### src/rtl/asi_regfile.sv
// asi_regfile: register-bank responder for the 32-bit register write/read bus.
// Word map: 0 ID, 1 CTRL, 2 SCRATCH, 3 IRQ_STAT (W1C), 4 IRQ_MASK, 5 CNT,
// 6-7 reserved, 8..8+NGP-1 general purpose. Higher indices are out of range.
// Optional feature: define ASI_REGFILE_CNT_EN to implement the CNT cycle
// counter; otherwise word 5 reads 0.
//
// Read FSM states:
//   state  | meaning
//   R_IDLE | waiting for s_rvalid; captures read data/error on it
//   R_RESP | s_rready high for this single cycle, s_rvalid ignored
module asi_regfile #(
    parameter int                AXI_SW     = 3,
    parameter int                REG_AW     = 20,
    parameter int                REG_DW     = 32,
    parameter int                REG_WSTRBW = REG_DW / 8,
    parameter int                L          = $clog2(REG_DW / 8),
    parameter int                NGP        = 8,
    parameter logic [REG_DW-1:0] ID_VALUE   = 32'h4153_0001
) (
    input  logic                  clk,
    input  logic                  rst_n,
    input  logic [AXI_SW-1:0]     s_wsize,
    input  logic [REG_AW-L-1:0]   s_waddr,
    input  logic [REG_DW-1:0]     s_wdata,
    input  logic [REG_WSTRBW-1:0] s_wstrb,
    input  logic                  s_wlast,
    input  logic                  s_wvalid,
    output logic                  s_wready,
    output logic                  s_werr,
    input  logic [AXI_SW-1:0]     s_rsize,
    input  logic [REG_AW-L-1:0]   s_raddr,
    input  logic                  s_rvalid,
    output logic [REG_DW-1:0]     s_rdata,
    output logic                  s_rready,
    output logic                  s_rerr,
    input  logic [7:0]            irq_src,
    output logic [REG_DW-1:0]     ctrl,
    output logic                  irq
);

    localparam int AW = REG_AW - L;
    localparam logic [AW-1:0] A_ID   = AW'(0);
    localparam logic [AW-1:0] A_CTRL = AW'(1);
    localparam logic [AW-1:0] A_SCR  = AW'(2);
    localparam logic [AW-1:0] A_STAT = AW'(3);
    localparam logic [AW-1:0] A_MASK = AW'(4);
    localparam logic [AW-1:0] A_CNT  = AW'(5);
    localparam logic [AW-1:0] A_END  = AW'(8 + NGP);

    typedef enum logic {R_IDLE, R_RESP} rstate_e;

    rstate_e           state_q, state_d;
    logic [REG_DW-1:0] ctrl_q, ctrl_d;
    logic [REG_DW-1:0] scratch_q, scratch_d;
    logic [REG_DW-1:0] gp_q [NGP];
    logic [REG_DW-1:0] gp_d [NGP];
    logic [7:0]        stat_q, stat_d;
    logic [7:0]        mask_q, mask_d;
    logic [7:0]        src_q, src_d;
    logic              irq_q, irq_d;
    logic              wready_q, wready_d;
    logic [REG_DW-1:0] rdata_q, rdata_d;
    logic              rerr_q, rerr_d;
    logic [REG_DW-1:0] cnt_rd;
    logic [REG_DW-1:0] rd_val;
    logic              rd_err;
    logic              wr_ok;
    logic [7:0]        stat_clr;
    logic              unused_wlast;

    // Burst boundaries carry no meaning for a register target.
    assign unused_wlast = s_wlast;

    function automatic logic [REG_DW-1:0] merge_bytes(
        input logic [REG_DW-1:0]     old_v,
        input logic [REG_DW-1:0]     new_v,
        input logic [REG_WSTRBW-1:0] strb
    );
        logic [REG_DW-1:0] r;
        r = old_v;
        for (int k = 0; k < REG_WSTRBW; k++) begin
            if (strb[k]) r[8*k +: 8] = new_v[8*k +: 8];
        end
        return r;
    endfunction

    assign s_wready = wready_q;
    assign s_werr   = s_wvalid & ((s_wsize != AXI_SW'(L)) | (s_waddr >= A_END));
    assign wr_ok    = s_wvalid & s_wready & ~s_werr;
    assign s_rready = (state_q == R_RESP);
    assign s_rdata  = rdata_q;
    assign s_rerr   = rerr_q;
    assign ctrl     = ctrl_q;
    assign irq      = irq_q;

`ifdef ASI_REGFILE_CNT_EN
    logic [REG_DW-1:0] cnt_q, cnt_d;

    // Free-running cycle counter gated by CTRL[0]; wraps naturally.
    always_comb begin
        cnt_d = ctrl_q[0] ? cnt_q + REG_DW'(1) : cnt_q;
    end

    // Counter register.
    always_ff @(posedge clk or negedge rst_n) begin
        if (!rst_n) cnt_q <= '0;
        else        cnt_q <= cnt_d;
    end

    assign cnt_rd = cnt_q;
`else
    assign cnt_rd = '0;
`endif

    // Write decode, byte merge, interrupt edge capture and W1C clear.
    always_comb begin
        ctrl_d    = ctrl_q;
        scratch_d = scratch_q;
        mask_d    = mask_q;
        gp_d      = gp_q;
        stat_clr  = '0;
        wready_d  = 1'b1;
        if (wr_ok) begin
            case (s_waddr)
                A_CTRL:  ctrl_d    = merge_bytes(ctrl_q, s_wdata, s_wstrb);
                A_SCR:   scratch_d = merge_bytes(scratch_q, s_wdata, s_wstrb);
                A_MASK:  if (s_wstrb[0]) mask_d = s_wdata[7:0];
                A_STAT:  if (s_wstrb[0]) stat_clr = s_wdata[7:0];
                default: begin
                    for (int i = 0; i < NGP; i++) begin
                        if (s_waddr == AW'(8 + i))
                            gp_d[i] = merge_bytes(gp_q[i], s_wdata, s_wstrb);
                    end
                end
            endcase
        end
        src_d  = irq_src;
        // A new rising edge wins over a same-cycle clear.
        stat_d = (stat_q & ~stat_clr) | (irq_src & ~src_q);
        irq_d  = |(stat_q & mask_q);
    end

    // Read mux on pre-write register values.
    always_comb begin
        rd_err = (s_rsize != AXI_SW'(L)) || (s_raddr >= A_END);
        rd_val = '0;
        case (s_raddr)
            A_ID:    rd_val = ID_VALUE;
            A_CTRL:  rd_val = ctrl_q;
            A_SCR:   rd_val = scratch_q;
            A_STAT:  rd_val = REG_DW'(stat_q);
            A_MASK:  rd_val = REG_DW'(mask_q);
            A_CNT:   rd_val = cnt_rd;
            default: begin
                for (int i = 0; i < NGP; i++) begin
                    if (s_raddr == AW'(8 + i)) rd_val = gp_q[i];
                end
            end
        endcase
    end

    // Read FSM next-state and response capture.
    always_comb begin
        state_d = state_q;
        rdata_d = rdata_q;
        rerr_d  = rerr_q;
        case (state_q)
            R_IDLE: begin
                if (s_rvalid) begin
                    rdata_d = rd_err ? '0 : rd_val;
                    rerr_d  = rd_err;
                    state_d = R_RESP;
                end
            end
            R_RESP:  state_d = R_IDLE;
            default: state_d = R_IDLE;
        endcase
    end

    // State and register-bank flops.
    always_ff @(posedge clk or negedge rst_n) begin
        if (!rst_n) begin
            state_q   <= R_IDLE;
            ctrl_q    <= '0;
            scratch_q <= '0;
            for (int i = 0; i < NGP; i++) gp_q[i] <= '0;
            stat_q    <= '0;
            mask_q    <= '0;
            src_q     <= '0;
            irq_q     <= 1'b0;
            wready_q  <= 1'b0;
            rdata_q   <= '0;
            rerr_q    <= 1'b0;
        end else begin
            state_q   <= state_d;
            ctrl_q    <= ctrl_d;
            scratch_q <= scratch_d;
            gp_q      <= gp_d;
            stat_q    <= stat_d;
            mask_q    <= mask_d;
            src_q     <= src_d;
            irq_q     <= irq_d;
            wready_q  <= wready_d;
            rdata_q   <= rdata_d;
            rerr_q    <= rerr_d;
        end
    end

endmodule

### config.mk
export PLATFORM = sky130hd
export DESIGN_NAME = asi_regfile
export DESIGN_NICKNAME = d
export VERILOG_FILES = /design/src/rtl/asi_regfile.sv
export SDC_FILE = /design/constraint.sdc
export NUM_CORES = 1
export LEC_CHECK = 0
export ABC_AREA = 0
export ABC_CLOCK_PERIOD_IN_PS = 2200
export CORE_ASPECT_RATIO = 1.25
export CORE_MARGIN = 2
export CORE_UTILIZATION = 40
export CTS_BUF_LIST = sky130_fd_sc_hd__clkbuf_16
export CTS_CLUSTER_DIAMETER = 80
export CTS_CLUSTER_SIZE = 30
export DETAILED_ROUTE_END_ITERATION = 6
export SYNTH_ARGS = -nofsm -noshare
export SYNTH_HDL_FRONTEND = slang
export SYNTH_SLANG_ARGS = --single-unit
### constraint.sdc
create_clock -name clk -period 2.2 [get_ports clk]
set_input_delay 0.22 -clock clk [delete_from_list [all_inputs] [get_ports clk]]
set_output_delay 0.22 -clock clk [all_outputs]
set_load 0.02 [all_outputs]
==> results of run 1 <==
==> worst max-delay path, cell delays in order <==
cell	delay [ps]
clkdlybuf4s50_1	420
or4_4	560
nor4_4	360
buf_6	180
buf_4	160
and3_2	250
buf_4	130
a221oi_1	100
o31ai_1	240
==> state kept, by name (all words and copies together) (netlist names) <==
name and cells:
gp_q 256, ctrl 32, s_rdata 32, scratch_q 32, mask_q 8, src_q 8, stat_q 8, irq 1
s_rerr 1, s_rready 1, s_wready 1
==> power by group through the flow <==
stage	Clock [W]	Combinational (W)	Sequential, W
finish	0.00420	0.000915	0.00699
global route	0.00457	0.000980	0.00700
CTS	0.00432	0.000915	0.00699
global placement	0	0.000898	0.00713
detailed placement	0	0.000905	0.00713
floorplan	0	0.000265	0.00713
==> placed cells by master, fill, tap and decap left out, drive strengths merged, types with 6 or more instances in the layout <==
cell type and count:
a221oi 18, a221o 17, o31ai 14, and3 6
nand3 14, clkbuf 19, inv 16, o22ai 8
clkdlybuf4s50 154, o21ai 24, nand4 27, nor4 10
buf 211, o221ai 18, nand2 75, nor3 18
nor2 77, dfrtp 380, and2 10, a222oi 6
clkinv 7, mux2 339, a22oi 43, a22o 28
mux2i 23, a21oi 51, nor2b 11, a211oi 17
==> stage by stage <==
stage	total power, W	hold slack, ps	instances
floorplan	0.007399	-75.59	1400
global placement	0.008028	134.6	2242
detailed placement	0.008035	133.9	2242
CTS	0.01223	126.4	2275
global route	0.01255	133.9	2275
finish	0.01211	143.3	2275
==> cell families (layout without fill, tap and decap cells) <==
family / Yosys count / count (layout) / synth area share, %
AO/OA/AOI/OAI: 268 / 268 / 11.23
XOR/XNOR: 1 / 1 / 0.04968
buffers and inverters: 106 / 409 / 2.405
flip-flops: 380 / 380 / 53.92
multiplexers: 367 / 367 / 23.59
other: 1 / 1 / 0.02127
AND/OR/NAND/NOR: 277 / 277 / 8.777
==> cell type report <==
| type | count | area [um2] |
|---|---|---|
| well taps | 572 | 715.7 |
| inverters | 10 | 37.54 |
| clock buffers | 19 | 475.5 |
| fillers | 3833 | 21340 |
| multi-input cells | 914 | 7871 |
| clock inverters | 13 | 130.1 |
| repair buffers | 367 | 3716 |
| flip-flops and latches | 380 | 9509 |
==> worst paths after layout <==
path | cells past startpoint | slack (ps) | endpoint
max | 9 | 30 | s_rdata[5]
min | 2 | 140 | ctrl[4]
max reg2reg | 8 | 180 | s_rdata[9]
min reg2reg | 2 | 500 | s_rdata[3]
max in group asynchronous | 3 | 1180 | mask_q[4]
min in group clk | 1 | 150 | src_q[2]
==> routing by layer <==
layer  GRT usage [%]  routed length (um)  vias up
met3           2.907                2752      115
met1           32.60               24060     6907
met5               0                   9        -
met4           10.21                2649        2
met2           43.86               28530      406
li1                -                   -     5832
==> repair_timing <==
action                     CTS  global route
gates resized for setup     10            18
gates cloned                 0             0
hold buffers                 1             0
hold endpoints to repair   218             0
setup endpoints to repair   15           279
pin swaps                    1             5
==> metrics.csv, run 1 <==
stage,metric,value,unit
synthesis,ys async rst share,100.0,%
synthesis,YS warnings,0,
global_route,total track usage,25.47,%
global_route,gr ovfl total,0,
sta,Max Fclk,0.4603,GHz
finish,"Core Util, Final",51.27,%
drt,DRT Pass-1 Iters,7,
synthesis,area fraction of the dominant cell type after synthesis,53.92,%
global_route,first-pass GRT wire length,87.42,mm
setup_path,crit end category,flip-flop,
power_and_ir_drop,clock share of power,34.7,%
sta,setup ws final,27.59,ps
sta,max-slew violations,0,
floorplan,die area,45790,um2
run,Max-Cap Viols,0,
finish,ANT cells,0,
drt,drt initial violations,880,
drt,via count of the routed design,13262,
sta,slew margin rel.,55.24,%
power_and_ir_drop,leak pwr,10.41,nW
clocking,clock sink count,380,
drt,Antenna Violating Nets Remaining,0,
sta,Final min period,2172,ps
synthesis,number of synthesized flops with an enable pin,0,
clocking,clock latency on the worst-skew pair,550,ps
power_and_ir_drop,Reg power frac,57.8,%
synthesis,Synth cell types,61,
clocking,Clock Tree Buf Depth,3,
clocking,cts bufs inserted,19,
finish,final non-filler cell area,22460,um2
placement,pre-CTS WS,-665.3,ps
power_and_ir_drop,Logic pwr share,7.6,%
floorplan,Starting Density,40.27,%
power_and_ir_drop,Pwr Density,539.3,nW/um2
setup_path,Critical Path RT,2670,ps
sta,final period utilization,98.75,%
finish,synth-to-layout area growth,27.34,%
clocking,clk slew on worst S/H paths,110,ps
clocking,H-tree depth,1,
sta,Setup TNS Final,0,ps
sta,final setup vio count,0,
setup_path,Crit Path Class,in -> reg,
hold_path,class of the tightest hold or removal check,in -> async,
floorplan,Die Ht,238.8,um
synthesis,Post-Syn Area,17630,um2
placement,routability cong.,0.8960,
synthesis,most common cell in the synthesized netlist,dfrtp_1,
drt,Residual DRC,0,
synthesis,syn avg cell area,12.60,um2
synthesis,Syn Inst Count,1400,
drt,DR WL/cell,25.49,um
synthesis,Post-Syn Nets,1491,
clocking,CTS tree,done,
finish,share of layout cells above drive strength 1,38.46,%
setup_path,crit path DAT,2640,ps
finish,Nets,1783,
placement,HPWL Detailed,42.17,mm
drt,Via-to-Cell Ratio,5.829,
synthesis,sequential area share after synthesis,53.92,%
placement,I/O Buffers,158,
synthesis,Area contributors post-synth,"dfrtp_1 54%, mux2_2 22%, a22oi_1 1.8%",
sta,final hold violations,0,
power_and_ir_drop,Int Power,0.009035,W
power_and_ir_drop,switching share of power,25.39,%
placement,Placement Cell Area,21750,um2
setup_path,CP Launch Type,input port,
synthesis,register bit total from synthesis,380,
floorplan,Core Box Area,43790,um2
sta,Worst-Margin Slew,669.3,ps
power_and_ir_drop,sw power,0.003075,W
floorplan,die width,191.8,um
outcome,status,finished clean,
floorplan,Core Rows,86,
global_route,number of global-route vias before repair,13870,
clocking,Post-CTS Setup Inserts,0,
global_route,initial antenna violation count,1,
setup_path,"Max FO, Critical Path",7,
power_and_ir_drop,Max rail drop VDD,0.0005431,V
global_route,largest net degree at the start of global routing,82,
synthesis,Synth area leader,dfrtp_1,
clocking,clk root buf,clkbuf_16,
synthesis,top_reg_cell synth,dfrtp_1,
setup_path,RR Startpoint,s_rready,
synthesis,synth cell count leaders,"380 x dfrtp_1, 339 x mux2_2, 75 x nand2_1",
drt,DRT Wirelength,58.00,mm
floorplan,num ports,160,
sta,skew final,21.66,ps
setup_path,Setup crit start,s_raddr[16],
(Power assumes the default switching activity.)
==> run 2: changes to the inputs <==
--- a/config.mk
+++ b/config.mk
@@ -11,7 +11,7 @@
 export CORE_MARGIN = 2
 export CORE_UTILIZATION = 40
 export CTS_BUF_LIST = sky130_fd_sc_hd__clkbuf_16
-export CTS_CLUSTER_DIAMETER = 80
+export CTS_CLUSTER_DIAMETER = 150
 export CTS_CLUSTER_SIZE = 30
 export DETAILED_ROUTE_END_ITERATION = 6
 export SYNTH_ARGS = -nofsm -noshare
==> metrics.csv, run 2 (synthesis results as in run 1) <==
stage,metric,value,unit,change
outcome,status,finished clean,,unchanged
sta,Final min period,2156,ps,was 2172 ps
finish,max reg flops,256,,unchanged
clocking,CTS tree,done,,unchanged
setup_path,worst-path cell chain,clkdlybuf4s50_1 > or4_4 > nor4_4 > buf_6 > buf_4 > nand2_4 > o31ai_1 > o22ai_1 > a32o_1,,was clkdlybuf4s50_1 > or4_4 > nor4_4 > buf_6 > buf_4 > and3_2 > buf_4 > a221oi_1 > o31ai_1
sta,Min Hold Slack,146.5,ps,was 143.3 ps
placement,HPWL Detailed,42.17,mm,unchanged
power_and_ir_drop,switching share of power,24.09,%,was 25.39%
power_and_ir_drop,sw power,0.002776,W,was 0.003075 W
drt,Residual DRC,0,,unchanged
setup_path,Critical Path RT,2630,ps,was 2670 ps
sta,Setup TNS Final,0,ps,unchanged
drt,via count of the routed design,13220,,was 13262
finish,share of layout cells above drive strength 1,38.31,%,was 38.46%
setup_path,max incr delay on CP,560,ps,about the same
finish,register with the most flip-flops,gp_q,,unchanged
floorplan,Starting Density,40.27,%,unchanged
sta,skew final,17.65,ps,was 21.66 ps
floorplan,Core Box Area,43790,um2,unchanged
finish,Fillers,3841,,was 3833
clocking,clock sink count,380,,unchanged
sta,slew margin rel.,53.33,%,was 55.24%
clocking,clk slew on worst S/H paths,120,ps,was 110 ps
floorplan,num ports,160,,unchanged
floorplan,die width,191.8,um,unchanged
sta,setup ws final,43.73,ps,was 27.59 ps
sta,Max Fclk,0.4638,GHz,was 0.4603 GHz
power_and_ir_drop,Pwr Total,0.01152,W,was 0.01211 W
floorplan,Core Rows,86,,unchanged
power_and_ir_drop,Max rail drop VDD,0.0005014,V,was 0.0005431 V
global_route,first-pass GRT wire length,87.20,mm,was 87.42 mm
finish,Nets,1780,,was 1783
sta,final period utilization,98.01,%,was 98.75%
drt,drt initial violations,898,,was 880
power_and_ir_drop,Reg power frac,60.7,%,was 57.8%
floorplan,Die Ht,238.8,um,unchanged
sta,Worst-Margin Slew,697.8,ps,was 669.3 ps
setup_path,crit path DAT,2590,ps,was 2640 ps
finish,Multi-input gate area,7914,um2,was 7871 um2
clocking,clk root buf,clkbuf_16,,unchanged
setup_path,crit end category,flip-flop,,unchanged
placement,placed cell count,2242,,unchanged
finish,most frequent cells in the layout,"380 x dfrtp_1, 338 x mux2_2, 161 x buf_4",,"was 380 x dfrtp_1, 338 x mux2_2, 162 x buf_4"
placement,routability cong.,0.8960,,unchanged
global_route,largest net degree at the start of global routing,82,,unchanged
finish,final std cells w/o fill,2261,,was 2275
finish,"commonest non-fill, non-tap cell in the layout",dfrtp_1,,unchanged
floorplan,die area,45790,um2,unchanged
power_and_ir_drop,Logic pwr share,7.9,%,was 7.6%
drt,DR WL/cell,25.55,um,was 25.49 um
setup_path,"Max FO, Critical Path",6,,was 7
placement,I/O Buffers,158,,unchanged
finish,Reg area,9509,um2,unchanged
power_and_ir_drop,leak pwr,10.32,nW,was 10.41 nW
finish,synth-to-layout area growth,26.61,%,was 27.34%
power_and_ir_drop,Int Power,0.008746,W,was 0.009035 W
global_route,number of global-route vias before repair,13866,,was 13870
sta,final hold violations,0,,unchanged
setup_path,CP Launch Type,input port,,unchanged
finish,ANT cells,0,,unchanged
global_route,gr ovfl total,0,,unchanged
global_route,initial antenna violation count,1,,unchanged
global_route,total track usage,25.42,%,was 25.47%
drt,DRT Wirelength,57.77,mm,was 58.00 mm
power_and_ir_drop,Pwr Density,516.1,nW/um2,was 539.3 nW/um2
sta,RSZ-0062 raised after global routing,true,,
hold_path,class of the tightest hold or removal check,in -> async,,unchanged
drt,Via-to-Cell Ratio,5.847,,was 5.829
setup_path,Crit Path Class,in -> reg,,unchanged
run,Max-Cap Viols,0,,unchanged
clocking,clock latency on the worst-skew pair,540,ps,was 550 ps
sta,max-slew violations,0,,unchanged
setup_path,slowest stage cell on the critical path,or4_4,,unchanged
clocking,cts bufs inserted,16,,was 19
drt,Antenna Violating Nets Remaining,0,,unchanged
sta,final setup vio count,0,,unchanged
placement,pre-CTS WS,-665.3,ps,unchanged
clocking,Clock Tree Buf Depth,3,,unchanged
clocking,H-tree depth,1,,unchanged
power_and_ir_drop,clock share of power,31.3,%,was 34.7%
setup_path,CP top delay family,simple AND/OR/NAND/NOR gates,,unchanged
drt,DRT Pass-1 Iters,5,,was 7
setup_path,crit path buf inv count,3,,was 4
-- run 2: worst register-to-register path: cells and delay by family, from the launching register on --
family,cells,cell delay (ps)
compound gates,3,510
buf+inv,2,320
flops,1,430
simple gates,3,670
-- run 2: timing repair --
action	in CTS	in global routing
hold buffers	1	0
resized for setup	9	28
pin swaps	1	4
buffers inserted	0	0
setup endpoints to repair	17	282
endpoints found under the hold margin	216	0
-- run 2: power by group through the flow --
stage | clock network [W] | registers, W | logic, W
detailed placement | 0 | 0.00713 | 0.000905
finish | 0.00361 | 0.00700 | 0.000916
global route | 0.00394 | 0.00700 | 0.000981
CTS | 0.00372 | 0.00700 | 0.000915
global placement | 0 | 0.00713 | 0.000898
floorplan | 0 | 0.00713 | 0.000265
-- run 2: final timing paths --
check	cells past startpoint	endpoint	slack, ps	from
setup / recovery	9	s_rdata[25]	40	s_raddr[13]
hold / removal	2	ctrl[4]	150	rst_n
setup reg to reg	8	s_rdata[9]	200	s_rready
hold reg to reg	2	s_rdata[3]	500	s_rdata[3]
max in group asynchronous	3	s_rdata[7]	1190	rst_n
min in group clk	1	src_q[2]	150	irq_src[2]
-- run 2: per-layer routing --
| layer | vias to the layer above | track usage (%) | wire [um] |
|---|---|---|---|
| met5 | - | 0 | 11 |
| met4 | 2 | 11.14 | 2712 |
| met3 | 112 | 2.848 | 2876 |
| met2 | 419 | 43.54 | 28280 |
| met1 | 6871 | 32.37 | 23890 |
| li1 | 5816 | - | - |
-- run 2: final cells by class --
cell class | count | share of cell area (%)
clock buffers | 17 | 1.905
clock inverters | 1 | 0.05044
inverters | 10 | 0.1681
multi-input cells | 914 | 35.45
flip-flops and latches | 380 | 42.59
well taps | 572 | 3.206
repair buffers | 367 | 16.63
-- run 2: through the flow --
| stage | instance area (um2) | utilization (%) |
|---|---|---|
| 3_5_place_dp | 21750 | 49.65 |
| 4_1_cts | 22220 | 50.73 |
| 5_1_grt | 22330 | 50.98 |
| 6_report | 22330 | 50.98 |
| 3_3_place_gp | 21750 | 49.65 |
| 2_1_floorplan | 17700 | - |
==> run 3: changes to the inputs <==
--- a/config.mk
+++ b/config.mk
@@ -7,13 +7,16 @@
 export LEC_CHECK = 0
 export ABC_AREA = 0
 export ABC_CLOCK_PERIOD_IN_PS = 2200
+export CELL_PAD_IN_SITES_DETAIL_PLACEMENT = 2
+export CELL_PAD_IN_SITES_GLOBAL_PLACEMENT = 2
 export CORE_ASPECT_RATIO = 1.25
 export CORE_MARGIN = 2
-export CORE_UTILIZATION = 40
+export CORE_UTILIZATION = 35
 export CTS_BUF_LIST = sky130_fd_sc_hd__clkbuf_16
 export CTS_CLUSTER_DIAMETER = 150
 export CTS_CLUSTER_SIZE = 30
 export DETAILED_ROUTE_END_ITERATION = 6
+export PLACE_DENSITY_LB_ADDON = 0.1
 export SYNTH_ARGS = -nofsm -noshare
 export SYNTH_HDL_FRONTEND = slang
 export SYNTH_SLANG_ARGS = --single-unit
==> metrics.csv, run 3 (synthesis results as in run 1) <==
stage,metric,value,unit,change
sta,final hold violations,0,,unchanged
drt,DRT Pass-1 Iters,5,,unchanged
global_route,number of global-route vias before repair,15028,,was 13866
setup_path,worst-path cell chain,clkdlybuf4s50_1 > or4_1 > nor4_4 > buf_4 > buf_8 > nand2_2 > buf_4 > o22ai_1 > a211oi_1 > o31ai_1,,was clkdlybuf4s50_1 > or4_4 > nor4_4 > buf_6 > buf_4 > nand2_4 > o31ai_1 > o22ai_1 > a32o_1
setup_path,crit end category,flip-flop,,unchanged
finish,"Core Util, Final",45.11,%,was 50.98%
sta,Worst-Margin Slew,689.0,ps,was 697.8 ps
outcome,status,finished clean,,unchanged
sta,Min Hold Slack,128.5,ps,was 146.5 ps
global_route,largest net degree at the start of global routing,61,,was 82
clocking,clock sink count,380,,unchanged
clocking,Clock Tree Buf Depth,3,,unchanged
placement,routability cong.,0.8612,,was 0.8960
finish,most frequent cells in the layout,"380 x dfrtp_1, 338 x mux2_2, 151 x clkdlybuf4s50_1, 151 x buf_4, 73 x nand2_1",,"was 380 x dfrtp_1, 338 x mux2_2, 161 x buf_4"
global_route,first-pass GRT wire length,101.4,mm,was 87.20 mm
floorplan,Starting Density,35.22,%,was 40.27%
sta,Setup TNS Final,0,ps,unchanged
placement,placed cell count,2328,,was 2242
finish,max reg flops,256,,unchanged
power_and_ir_drop,Max rail drop VDD,0.0004125,V,was 0.0005014 V
sta,slew margin rel.,53.92,%,was 53.33%
setup_path,register-to-register setup slack,150,ps,was 200 ps
floorplan,Core Box Area,50070,um2,was 43790 um2
placement,I/O Buffers,158,,unchanged
setup_path,"Max FO, Critical Path",13,,was 6
drt,DRT Wirelength,67.73,mm,was 57.77 mm
power_and_ir_drop,leak pwr,10.38,nW,was 10.32 nW
clocking,clk slew on worst S/H paths,130,ps,was 120 ps
drt,Residual DRC,0,,unchanged
sta,Final min period,2184,ps,was 2156 ps
floorplan,die width,204.8,um,was 191.8 um
floorplan,Core Rows,92,,was 86
finish,register with the most flip-flops,gp_q,,unchanged
setup_path,max incr delay on CP,630,ps,was 560 ps
clocking,cts bufs inserted,16,,unchanged
setup_path,most frequent CP cell,buf_4,,
power_and_ir_drop,Pwr Density,516.6,nW/um2,was 516.1 nW/um2
finish,share of layout cells above drive strength 1,38.42,%,was 38.31%
sta,Max Fclk,0.4578,GHz,was 0.4638 GHz
drt,drt initial violations,657,,was 898
sta,max-slew violations,0,,unchanged
setup_path,slowest stage cell on the critical path,or4_1,,was or4_4
clocking,clock latency on the worst-skew pair,560,ps,was 540 ps
finish,final std cells w/o fill,2350,,was 2261
drt,Antenna Violating Nets Remaining,0,,unchanged
finish,"commonest non-fill, non-tap cell in the layout",dfrtp_1,,unchanged
placement,HPWL Detailed,50.39,mm,was 42.17 mm
setup_path,Crit Path Class,in -> reg,,unchanged
sta,final setup vio count,0,,unchanged
sta,final period utilization,99.29,%,was 98.01%
sta,skew final,25.97,ps,was 17.65 ps
finish,Nets,1783,,was 1780
finish,synth-to-layout area growth,28.09,%,was 26.61%
global_route,initial antenna violation count,0,,was 1
drt,via count of the routed design,13329,,was 13220
global_route,gr ovfl total,0,,unchanged
setup_path,Critical Path RT,2650,ps,was 2630 ps
floorplan,die area,52210,um2,was 45790 um2
power_and_ir_drop,Pwr Total,0.01167,W,was 0.01152 W
floorplan,num ports,160,,unchanged
drt,DR WL/cell,28.82,um,was 25.55 um
clocking,H-tree depth,1,,unchanged
clocking,CTS tree,done,,unchanged
setup_path,CP Launch Type,input port,,unchanged
hold_path,class of the tightest hold or removal check,in -> reg,,was in -> async
run,Max-Cap Viols,0,,unchanged
drt,Via-to-Cell Ratio,5.672,,was 5.847
global_route,total track usage,26.41,%,was 25.42%
floorplan,Die Ht,255.0,um,was 238.8 um
clocking,clk root buf,clkbuf_16,,unchanged
setup_path,crit path DAT,2640,ps,was 2590 ps
finish,ANT cells,0,,unchanged
-- run 3: cell types whose count changed in the layout (fill, tap and decap cells not counted), moves of 2 or more --
cell / before / now
buf_12: 45 / 58
buf_4: 161 / 151
nor2_2: 18 / 24
nor2_4: 6 / 0
o221ai_1: 14 / 18
o221ai_2: 4 / 0
clkdlybuf4s50_1: 154 / 151
dlymetal6s2s_1: 0 / 3
nand2_4: 2 / 0
nor4_2: 1 / 3
nor4b_2: 0 / 2
-- run 3: metal layers --
| metal | vias up | share of wire, % | global-route usage (%) |
|---|---|---|---|
| li1 | 5800 | - | - |
| met1 | 7174 | 41 | 31.64 |
| met2 | 262 | 53 | 49.20 |
| met3 | 93 | 3.2 | 2.725 |
| met4 | 0 | 3.4 | 8.634 |
| met5 | - | 0 | 0 |
-- run 3: area by class of cell --
class | instances | area, um2
inverters | 10 | 37.54
multi-input cells | 914 | 7866
well taps | 658 | 823.3
clock inverters | 1 | 11.26
clock buffers | 17 | 425.4
flip-flops and latches | 380 | 9509
fillers | 4977 | 27490
repair buffers | 370 | 3915
-- run 3: worst max-delay path, delay by kind of cell --
family | cells | cell delay [ps]
and+or+nand+nor | 3 | 940
buffers and inverters | 4 | 990
AOI/OAI and AO/OA | 3 | 480
-- run 3: path summary, 6_finish.rpt --
kind                                  from           to  cells after the start
worst max-delay path            s_raddr[7]  s_rdata[17]                     10
worst min-delay path            irq_src[2]     src_q[2]                      1
worst max register to register    s_rready  s_rdata[27]                      8
worst min register to register  s_rdata[5]   s_rdata[5]                      2
max in group asynchronous            rst_n      gp_q[9]                      3
min in group asynchronous            rst_n     src_q[2]                      2
-- run 3: where the power goes --
part           internal, W  switching (W)
Sequential         0.00699     0.00000384
Combinational     0.000350       0.000601
Clock              0.00142        0.00230
Total              0.00876        0.00291
-- run 3: timing repair --
| action | CTS | global route |
|---|---|---|
| resized for setup | 10 | 19 |
| setup buffers | 1 | 2 |
| endpoints found under the hold margin | 49 | 0 |
| setup endpoints to repair | 18 | 19 |
| pin swaps | 2 | 9 |
| hold buffers | 1 | 0 |
-- run 3: metrics by stage --
stage | setup WS [ps] | cell area (um2)
floorplan | 2.439 | 17700
global placement | -736.7 | 22020
detailed placement | -794.4 | 22020
CTS | 4.627 | 22500
global route | -141.5 | 22590
finish | 15.71 | 22590
